### src/rtl/instr_link_pkg.sv
// instr_link_pkg: shared state encodings and widths for the FPGA<->MBED instruction link
package instr_link_pkg;
    localparam int INSTR_WIDTH = 10;
    localparam int STATE_W     = 3;

    typedef enum logic [STATE_W-1:0] {
        IDLE    = 3'd0,
        SETUP   = 3'd1,
        REQ     = 3'd2,
        RELEASE = 3'd3,
        DONE    = 3'd4
    } link_state_t;
endpackage

### src/rtl/sync_2ff.sv
// sync_2ff: two-flop synchroniser for an asynchronous single-bit handshake line
module sync_2ff (
    input  logic clk,
    input  logic reset,
    input  logic d,
    output logic q
);
    logic meta;

    // Two back-to-back flops; active-low synchronous clear
    always_ff @(posedge clk) begin
        if (!reset) begin
            meta <= 1'b0;
            q    <= 1'b0;
        end else begin
            meta <= d;
            q    <= meta;
        end
    end
endmodule

### src/rtl/instruction_tx.sv
// instruction_tx: MSB-first bit-serial sender over a data_ready/data_ack four-phase handshake
module instruction_tx
    import instr_link_pkg::*;
#(
    parameter int WIDTH        = INSTR_WIDTH,
    parameter int SETUP_CYCLES = 2,
    parameter int ACK_TIMEOUT  = 50000
) (
    input  logic               clk,
    input  logic               reset,
    input  logic               load,
    input  logic [WIDTH-1:0]   word_in,
    input  logic               data_ack,
    output logic               data_ready,
    output logic               data_bit,
    output logic               busy,
    output logic               done,
    output logic               timeout_err,
    output logic [STATE_W-1:0] state
);
    localparam int CW = $clog2(WIDTH + 1);
    localparam int TW = $clog2(ACK_TIMEOUT + 1);
    localparam logic [CW-1:0] LAST_BIT  = CW'(WIDTH - 1);
    localparam logic [3:0]    SETUP_MAX = 4'(SETUP_CYCLES - 1);
    localparam logic [TW-1:0] TO_MAX    = TW'(ACK_TIMEOUT - 1);

    link_state_t      state_q, state_d;
    logic [WIDTH-1:0] shreg_q, shreg_d;
    logic [CW-1:0]    bit_cnt_q, bit_cnt_d;
    logic [3:0]       setup_cnt_q, setup_cnt_d;
    logic [TW-1:0]    to_cnt_q, to_cnt_d;
    logic             timeout_d, ready_d, bit_d;
    logic             ack_s, waiting;

    sync_2ff u_ack_sync (
        .clk   (clk),
        .reset (reset),
        .d     (data_ack),
        .q     (ack_s)
    );

    assign busy  = state_q != IDLE;
    assign done  = state_q == DONE;
    assign state = state_q;

    // Next-state, datapath and timeout decisions; waiting marks cycles stalled on the peer
    always_comb begin
        state_d   = state_q;
        shreg_d   = shreg_q;
        bit_cnt_d = bit_cnt_q;
        timeout_d = timeout_err;
        waiting   = 1'b0;
        case (state_q)
            IDLE: if (load) begin
                state_d   = SETUP;
                shreg_d   = word_in;
                bit_cnt_d = '0;
                timeout_d = 1'b0;
            end
            SETUP: begin
                waiting = ack_s;
                if (!ack_s && setup_cnt_q == SETUP_MAX)
                    state_d = REQ;
            end
            REQ: begin
                waiting = !ack_s;
                if (ack_s)
                    state_d = RELEASE;
            end
            RELEASE: begin
                waiting = ack_s;
                if (!ack_s) begin
                    shreg_d   = shreg_q << 1;
                    bit_cnt_d = bit_cnt_q + 1'b1;
                    state_d   = (bit_cnt_q == LAST_BIT) ? DONE : SETUP;
                end
            end
            DONE:    state_d = IDLE;
            default: state_d = IDLE;
        endcase
        if (waiting && to_cnt_q == TO_MAX) begin
            state_d   = IDLE;
            timeout_d = 1'b1;
        end
        setup_cnt_d = (state_d != state_q) ? '0 :
                      (state_q == SETUP && setup_cnt_q != SETUP_MAX) ? setup_cnt_q + 1'b1 : setup_cnt_q;
        to_cnt_d    = (state_d != state_q) ? '0 : waiting ? to_cnt_q + 1'b1 : to_cnt_q;
        ready_d     = state_d == REQ;
        bit_d       = (state_d == DONE) ? 1'b0 :
                      (state_d == SETUP && state_q != SETUP) ? shreg_d[WIDTH-1] : data_bit;
    end

    // State register plus registered handshake outputs so data_ready/data_bit never glitch
    always_ff @(posedge clk) begin
        if (!reset) begin
            state_q     <= IDLE;
            shreg_q     <= '0;
            bit_cnt_q   <= '0;
            setup_cnt_q <= '0;
            to_cnt_q    <= '0;
            timeout_err <= 1'b0;
            data_ready  <= 1'b0;
            data_bit    <= 1'b0;
        end else begin
            state_q     <= state_d;
            shreg_q     <= shreg_d;
            bit_cnt_q   <= bit_cnt_d;
            setup_cnt_q <= setup_cnt_d;
            to_cnt_q    <= to_cnt_d;
            timeout_err <= timeout_d;
            data_ready  <= ready_d;
            data_bit    <= bit_d;
        end
    end
endmodule

### config.mk
export PLATFORM = sky130hd
export DESIGN_NAME = instruction_tx
export DESIGN_NICKNAME = d
export VERILOG_FILES = /design/src/rtl/instr_link_pkg.sv /design/src/rtl/sync_2ff.sv /design/src/rtl/instruction_tx.sv
export SDC_FILE = /design/constraint.sdc
export NUM_CORES = 1
export LEC_CHECK = 0
export CAP_MARGIN = 10
export CORE_MARGIN = 5
export CORE_UTILIZATION = 52
export CTS_BUF_LIST = sky130_fd_sc_hd__clkbuf_4
export DETAILED_ROUTE_END_ITERATION = 10
export PLACE_DENSITY = 0.8
export SLEW_MARGIN = 20
export SYNTH_ARGS = -nofsm -noshare
export SYNTH_HDL_FRONTEND = slang
export SYNTH_SLANG_ARGS = --single-unit
### constraint.sdc
create_clock -name clk -period 1.8 [get_ports clk]
set_input_delay 0.27 -clock clk [delete_from_list [all_inputs] [get_ports clk]]
set_output_delay 0.27 -clock clk [all_outputs]
set_load 0.02 [all_outputs]
==> load_flow_metrics.sql, run 1 <==
INSERT INTO impl_metrics (metric_group, metric, value, unit) VALUES
('worst_setup_path', 'setup.worst_path.start_class', 'flop', ''),
('timing', 'timing.fmax', '561.6', 'MHz'),
('global_routing', 'grt_use_total', '0.1793', ''),
('worst_setup_path', 'ordered_cell_list_for_the_critical_path', 'or3b_4, a21o_4, or4_4, a211oi_2', ''),
('timing', 'fin_hold_ws', '0.4611', 'ns'),
('timing', 'fin_worst_skew', '0.01092', 'ns'),
('worst_setup_path', 'timing.critical_path.from', 'state[0]', ''),
('synthesis', 'ys_types', '49', ''),
('detailed_routing', 'detail_route.wl_per_cell', '13.92', 'µm'),
('worst_setup_path', 'critical_path_class', 'flop to flop', ''),
('timing', 'hold_violations', '0', ''),
('global_routing', 'antenna_found_initial', '0', ''),
('synthesis', 'syn-num-nets', '250', ''),
('pwr', 'vdd_ir_drop_max', '0.5321', 'mV'),
('floorplanning', 'design.die.area', '5352', 'µm²'),
('worst_hold_path', 'beginning_of_the_worst_hold_path', 'u_ack_sync.meta', ''),
('clock_tree', 'htreeDepth', '2', ''),
('placed_design', 'dpl_worst_slack', '-0.07728', 'ns'),
('finish', 'antenna-diode-count', '0', ''),
('floorplanning', 'die_h', '73.16', 'µm'),
('synthesis', 'synthesis.area_per_instance', '8.980', 'µm²'),
('timing', 'finalCriticalPeriod', '1.781', 'ns'),
('placed_design', 'placement.cell_area', '2440', 'µm²'),
('floorplanning', 'placementRows', '23', ''),
('synthesis', 'ys_seq_area_frac', '0.4053', ''),
('clock_tree', 'clk_pin_slew_worst_paths', '0.12', 'ns'),
('floorplanning', 'chipWidth', '73.16', 'µm'),
('worst_setup_path', 'cp_slowest_cell', 'sky130_fd_sc_hd__or4_4', ''),
('detailed_routing', 'post_drt_via_cell_ratio', '5.714', ''),
('timing', 'setup_tns', '0', 'ns'),
('finish', 'layout.nets', '283', ''),
('global_routing', 'grt_pass1_wl', '7.527', 'mm'),
('detailed_routing', 'drt_drc_violations_left', '0', ''),
('timing', 'fin_ws', '0.01927', 'ns'),
('detailed_routing', 'dr.pass1.iters', '4', ''),
('timing', 'max_transition_margin', '0.7105', ''),
('finish', 'final_layout_size_suffix_gt1_frac', '0.1925', ''),
('global_routing', 'largest_net_degree_at_the_start_of_global_routing', '21', ''),
('global_routing', 'grt_pass1_vias', '1634', ''),
('clock_tree', 'cts_tree', 'built', ''),
('finish', 'final_util', '0.6496', ''),
('worst_setup_path', 'timing.critical_path.fanout_max', '6', ''),
('clock_tree', 'numCtsBuffers', '5', ''),
('synthesis', 'netlist_instances', '231', ''),
('timing', 'report.final.setup_viol', '0', ''),
('synthesis', 'post_synth_edffs', '0', ''),
('floorplanning', 'coreArea', '3943', 'µm²'),
('synthesis', 'cell_area_synth', '2074', 'µm²'),
('clock_tree', 'clockRootBuffer', 'sky130_fd_sc_hd__clkbuf_4', ''),
('synthesis', 'yosysWarningCount', '0', ''),
('global_routing', 'grt_remaining_overflow', '0', ''),
('timing', 'final_max_slew_viol_count', '0', ''),
('floorplanning', 'floorplan.initialDensity', '0.5262', ''),
('detailed_routing', 'starting_drt_drc_count', '166', ''),
('synthesis', 'async_reset_ff_frac', '0', ''),
('floorplanning', 'io-pin-count', '22', ''),
('detailed_routing', 'vias', '1800', ''),
('worst_setup_path', 'slowest_delay', '0.48', 'ns'),
('worst_setup_path', 'worst_ep_required_time', '2.08', 'ns'),
('finish', 'area.growth.synth_to_final', '23.46', '%'),
('timing', 'worst_slew_pin_slew', '0.4287', 'ns'),
('worst_hold_path', 'min-delay-path-class', 'flop to flop', ''),
('clock_tree', 'clock_insertion_delay_at_the_later_pin_of_the_skew_report', '0.35', 'ns'),
('timing', 'final_min_period_over_clock_period', '0.9893', ''),
('finish', 'fin_area', '2561', 'µm²'),
('synthesis', 'synthFlopType', 'sky130_fd_sc_hd__dfxtp_1', ''),
('placed_design', 'placement.io_buffers', '21', ''),
('clock_tree', 'maximum_count_of_clock_buffers_along_a_single_path', '2', ''),
('pwr', 'leakagePower', '0.0008801', 'µW'),
('detailed_routing', 'final_antenna_net_count', '0', ''),
('pwr', 'power.density_cell_area', '675.6', 'nW/µm²'),
('worst_setup_path', 'crit_path_dat', '2.06', 'ns'),
('clock_tree', 'cts.sinks', '42', ''),
('placed_design', 'hpwl', '3.017', 'mm'),
('detailed_routing', 'drt_wl_total', '4.384', 'mm'),
('run', 'cap_violations', '0', ''),
('timing', 'grt_setup_unrepaired', 'true', ''),
('worst_setup_path', 'crit-reg2reg-launch', 'state[0]', ''),
('synthesis', 'synth-seq-cells', '42', ''),
('worst_setup_path', 'setup.worst_path.end_class', 'flop', ''),
('outcome', 'status', 'completed', ''),
('placed_design', 'globalplace.congestion', '0.8761', '');
-- cell families after synthesis --
logic type,after synthesis,synth area share
flip-flops,42,0.4053
adder cells (fa/ha/maj),5,0.03016
AO/OA/AOI/OAI,63,0.2201
buffers and inverters,22,0.04885
AND/OR/NAND/NOR,88,0.2485
XOR/XNOR,10,0.04222
multiplexers,1,0.004825
-- power by group --
group | total [µW] | leakage, µW | switching [µW] | internal (µW)
logic | 269 | 0.000500 | 138 | 131
registers | 975 | 0.000343 | 15.7 | 959
clock network | 487 | 0.0000368 | 286 | 201
total | 1730 | 0.000880 | 439 | 1290
-- worst max-delay path, delay by kind of cell (launching register included) --
family           cells  cell delay, ns
AO/OA/AOI/OAI        2            0.44
AND/OR/NAND/NOR      2            0.90
flip-flops           1            0.36
-- synth_stat cells, types with 2 or more instances --
cell type	n	share of area
sky130_fd_sc_hd__dfxtp_1	42	0.41
sky130_fd_sc_hd__nor3b_1	3	0.011
sky130_fd_sc_hd__buf_2	3	0.0072
sky130_fd_sc_hd__a21oi_1	4	0.0097
sky130_fd_sc_hd__inv_1	6	0.011
sky130_fd_sc_hd__nor2b_1	3	0.0090
sky130_fd_sc_hd__o21a_1	2	0.0072
sky130_fd_sc_hd__a21boi_0	9	0.033
sky130_fd_sc_hd__nor2_1	9	0.016
sky130_fd_sc_hd__clkbuf_1	11	0.020
sky130_fd_sc_hd__a211oi_1	14	0.051
sky130_fd_sc_hd__nand3b_1	3	0.011
sky130_fd_sc_hd__nand3_1	5	0.012
sky130_fd_sc_hd__xor2_1	4	0.017
sky130_fd_sc_hd__or3_1	8	0.024
sky130_fd_sc_hd__buf_6	2	0.011
sky130_fd_sc_hd__o31ai_1	2	0.0072
sky130_fd_sc_hd__xnor2_1	6	0.025
sky130_fd_sc_hd__nand4_1	5	0.015
sky130_fd_sc_hd__a21o_1	3	0.011
sky130_fd_sc_hd__and3_1	2	0.0060
sky130_fd_sc_hd__nand2_1	19	0.034
sky130_fd_sc_hd__ha_1	5	0.030
sky130_fd_sc_hd__nor4bb_1	4	0.019
sky130_fd_sc_hd__a22oi_1	8	0.029
sky130_fd_sc_hd__nor3_1	11	0.027
sky130_fd_sc_hd__o21ai_0	10	0.024
sky130_fd_sc_hd__nor4b_1	2	0.0084
sky130_fd_sc_hd__nand2b_1	2	0.0060
sky130_fd_sc_hd__and2_1	5	0.015
-- cell type report --
cell class / count / area, µm²
repair buffers: 42 / 376.6
inverters: 6 / 22.52
well taps: 50 / 62.56
clock buffers: 8 / 60.06
multi-input cells: 167 / 1190
fillers: 324 / 1381
flip-flops and latches: 42 / 849.6
-- layout by cell type (no fill, tap or decap), drive strengths merged, types with 2 or more instances in the layout --
cell type	n
o31ai	2
nor3	11
xor2	4
nand2	19
or3	8
o21ai	10
nor2b	3
inv	6
nor4b	3
a22oi	8
a21boi	9
nand2b	2
nor3b	3
a211oi	15
and3	2
nand3	5
dfxtp	42
nand4	5
nand3b	3
and2	5
clkdlybuf4s50	16
or4	2
o21a	2
clkbuf	9
nor2	9
dlygate4sd2	3
nor4bb	4
a21o	4
a21oi	4
ha	5
dlymetal6s2s	2
xnor2	6
buf	20
-- through the flow --
step	power [µW]	instances
final	1730	315
after global routing	1828	315
after CTS	1748	311
after detailed placement	1261	303
after global placement	1255	303
after floorplan	1152	231
-- layer usage --
metal	GRT usage	wire (µm)
met5	0	0
met4	0.06762	70
met1	0.2236	1979
met2	0.2929	2152
met3	0.04959	182
-- what timing repair did --
item / in CTS / in global routing
endpoints found under the setup margin: 7 / 24
endpoints found under the hold margin: 0 / 0
pin swaps: 1 / 3
setup buffers: 0 / 4
gates resized for setup: 9 / 11
hold buffers: 0 / 0
-- worst paths after layout --
check / endpoint / slack, ns / cells after the start
hold reg to reg: u_ack_sync.q / 0.46 / 1
setup / recovery: to_cnt_q[12] / 0.02 / 4
hold / removal: u_ack_sync.q / 0.46 / 1
setup reg to reg: to_cnt_q[12] / 0.02 / 4
-- state kept, by name, summed over array words and instances (netlist names) --
signal           cells
bit_cnt_q            4
data_bit             1
data_ready           1
setup_cnt_q          4
shreg_q             10
state                3
timeout_err          1
to_cnt_q            16
u_ack_sync.meta      1
u_ack_sync.q         1
Note: power is estimated with default switching activity, not from simulation.
==> run 2, diff against run 1 <==
--- a/config.mk
+++ b/config.mk
@@ -5,7 +5,7 @@
 export SDC_FILE = /design/constraint.sdc
 export NUM_CORES = 1
 export LEC_CHECK = 0
-export CAP_MARGIN = 10
+export CAP_MARGIN = 20
 export CORE_MARGIN = 5
 export CORE_UTILIZATION = 52
 export CTS_BUF_LIST = sky130_fd_sc_hd__clkbuf_4
==> results of run 2 <==
No change in the layout: final DEF, timing and power equal those of run 1.
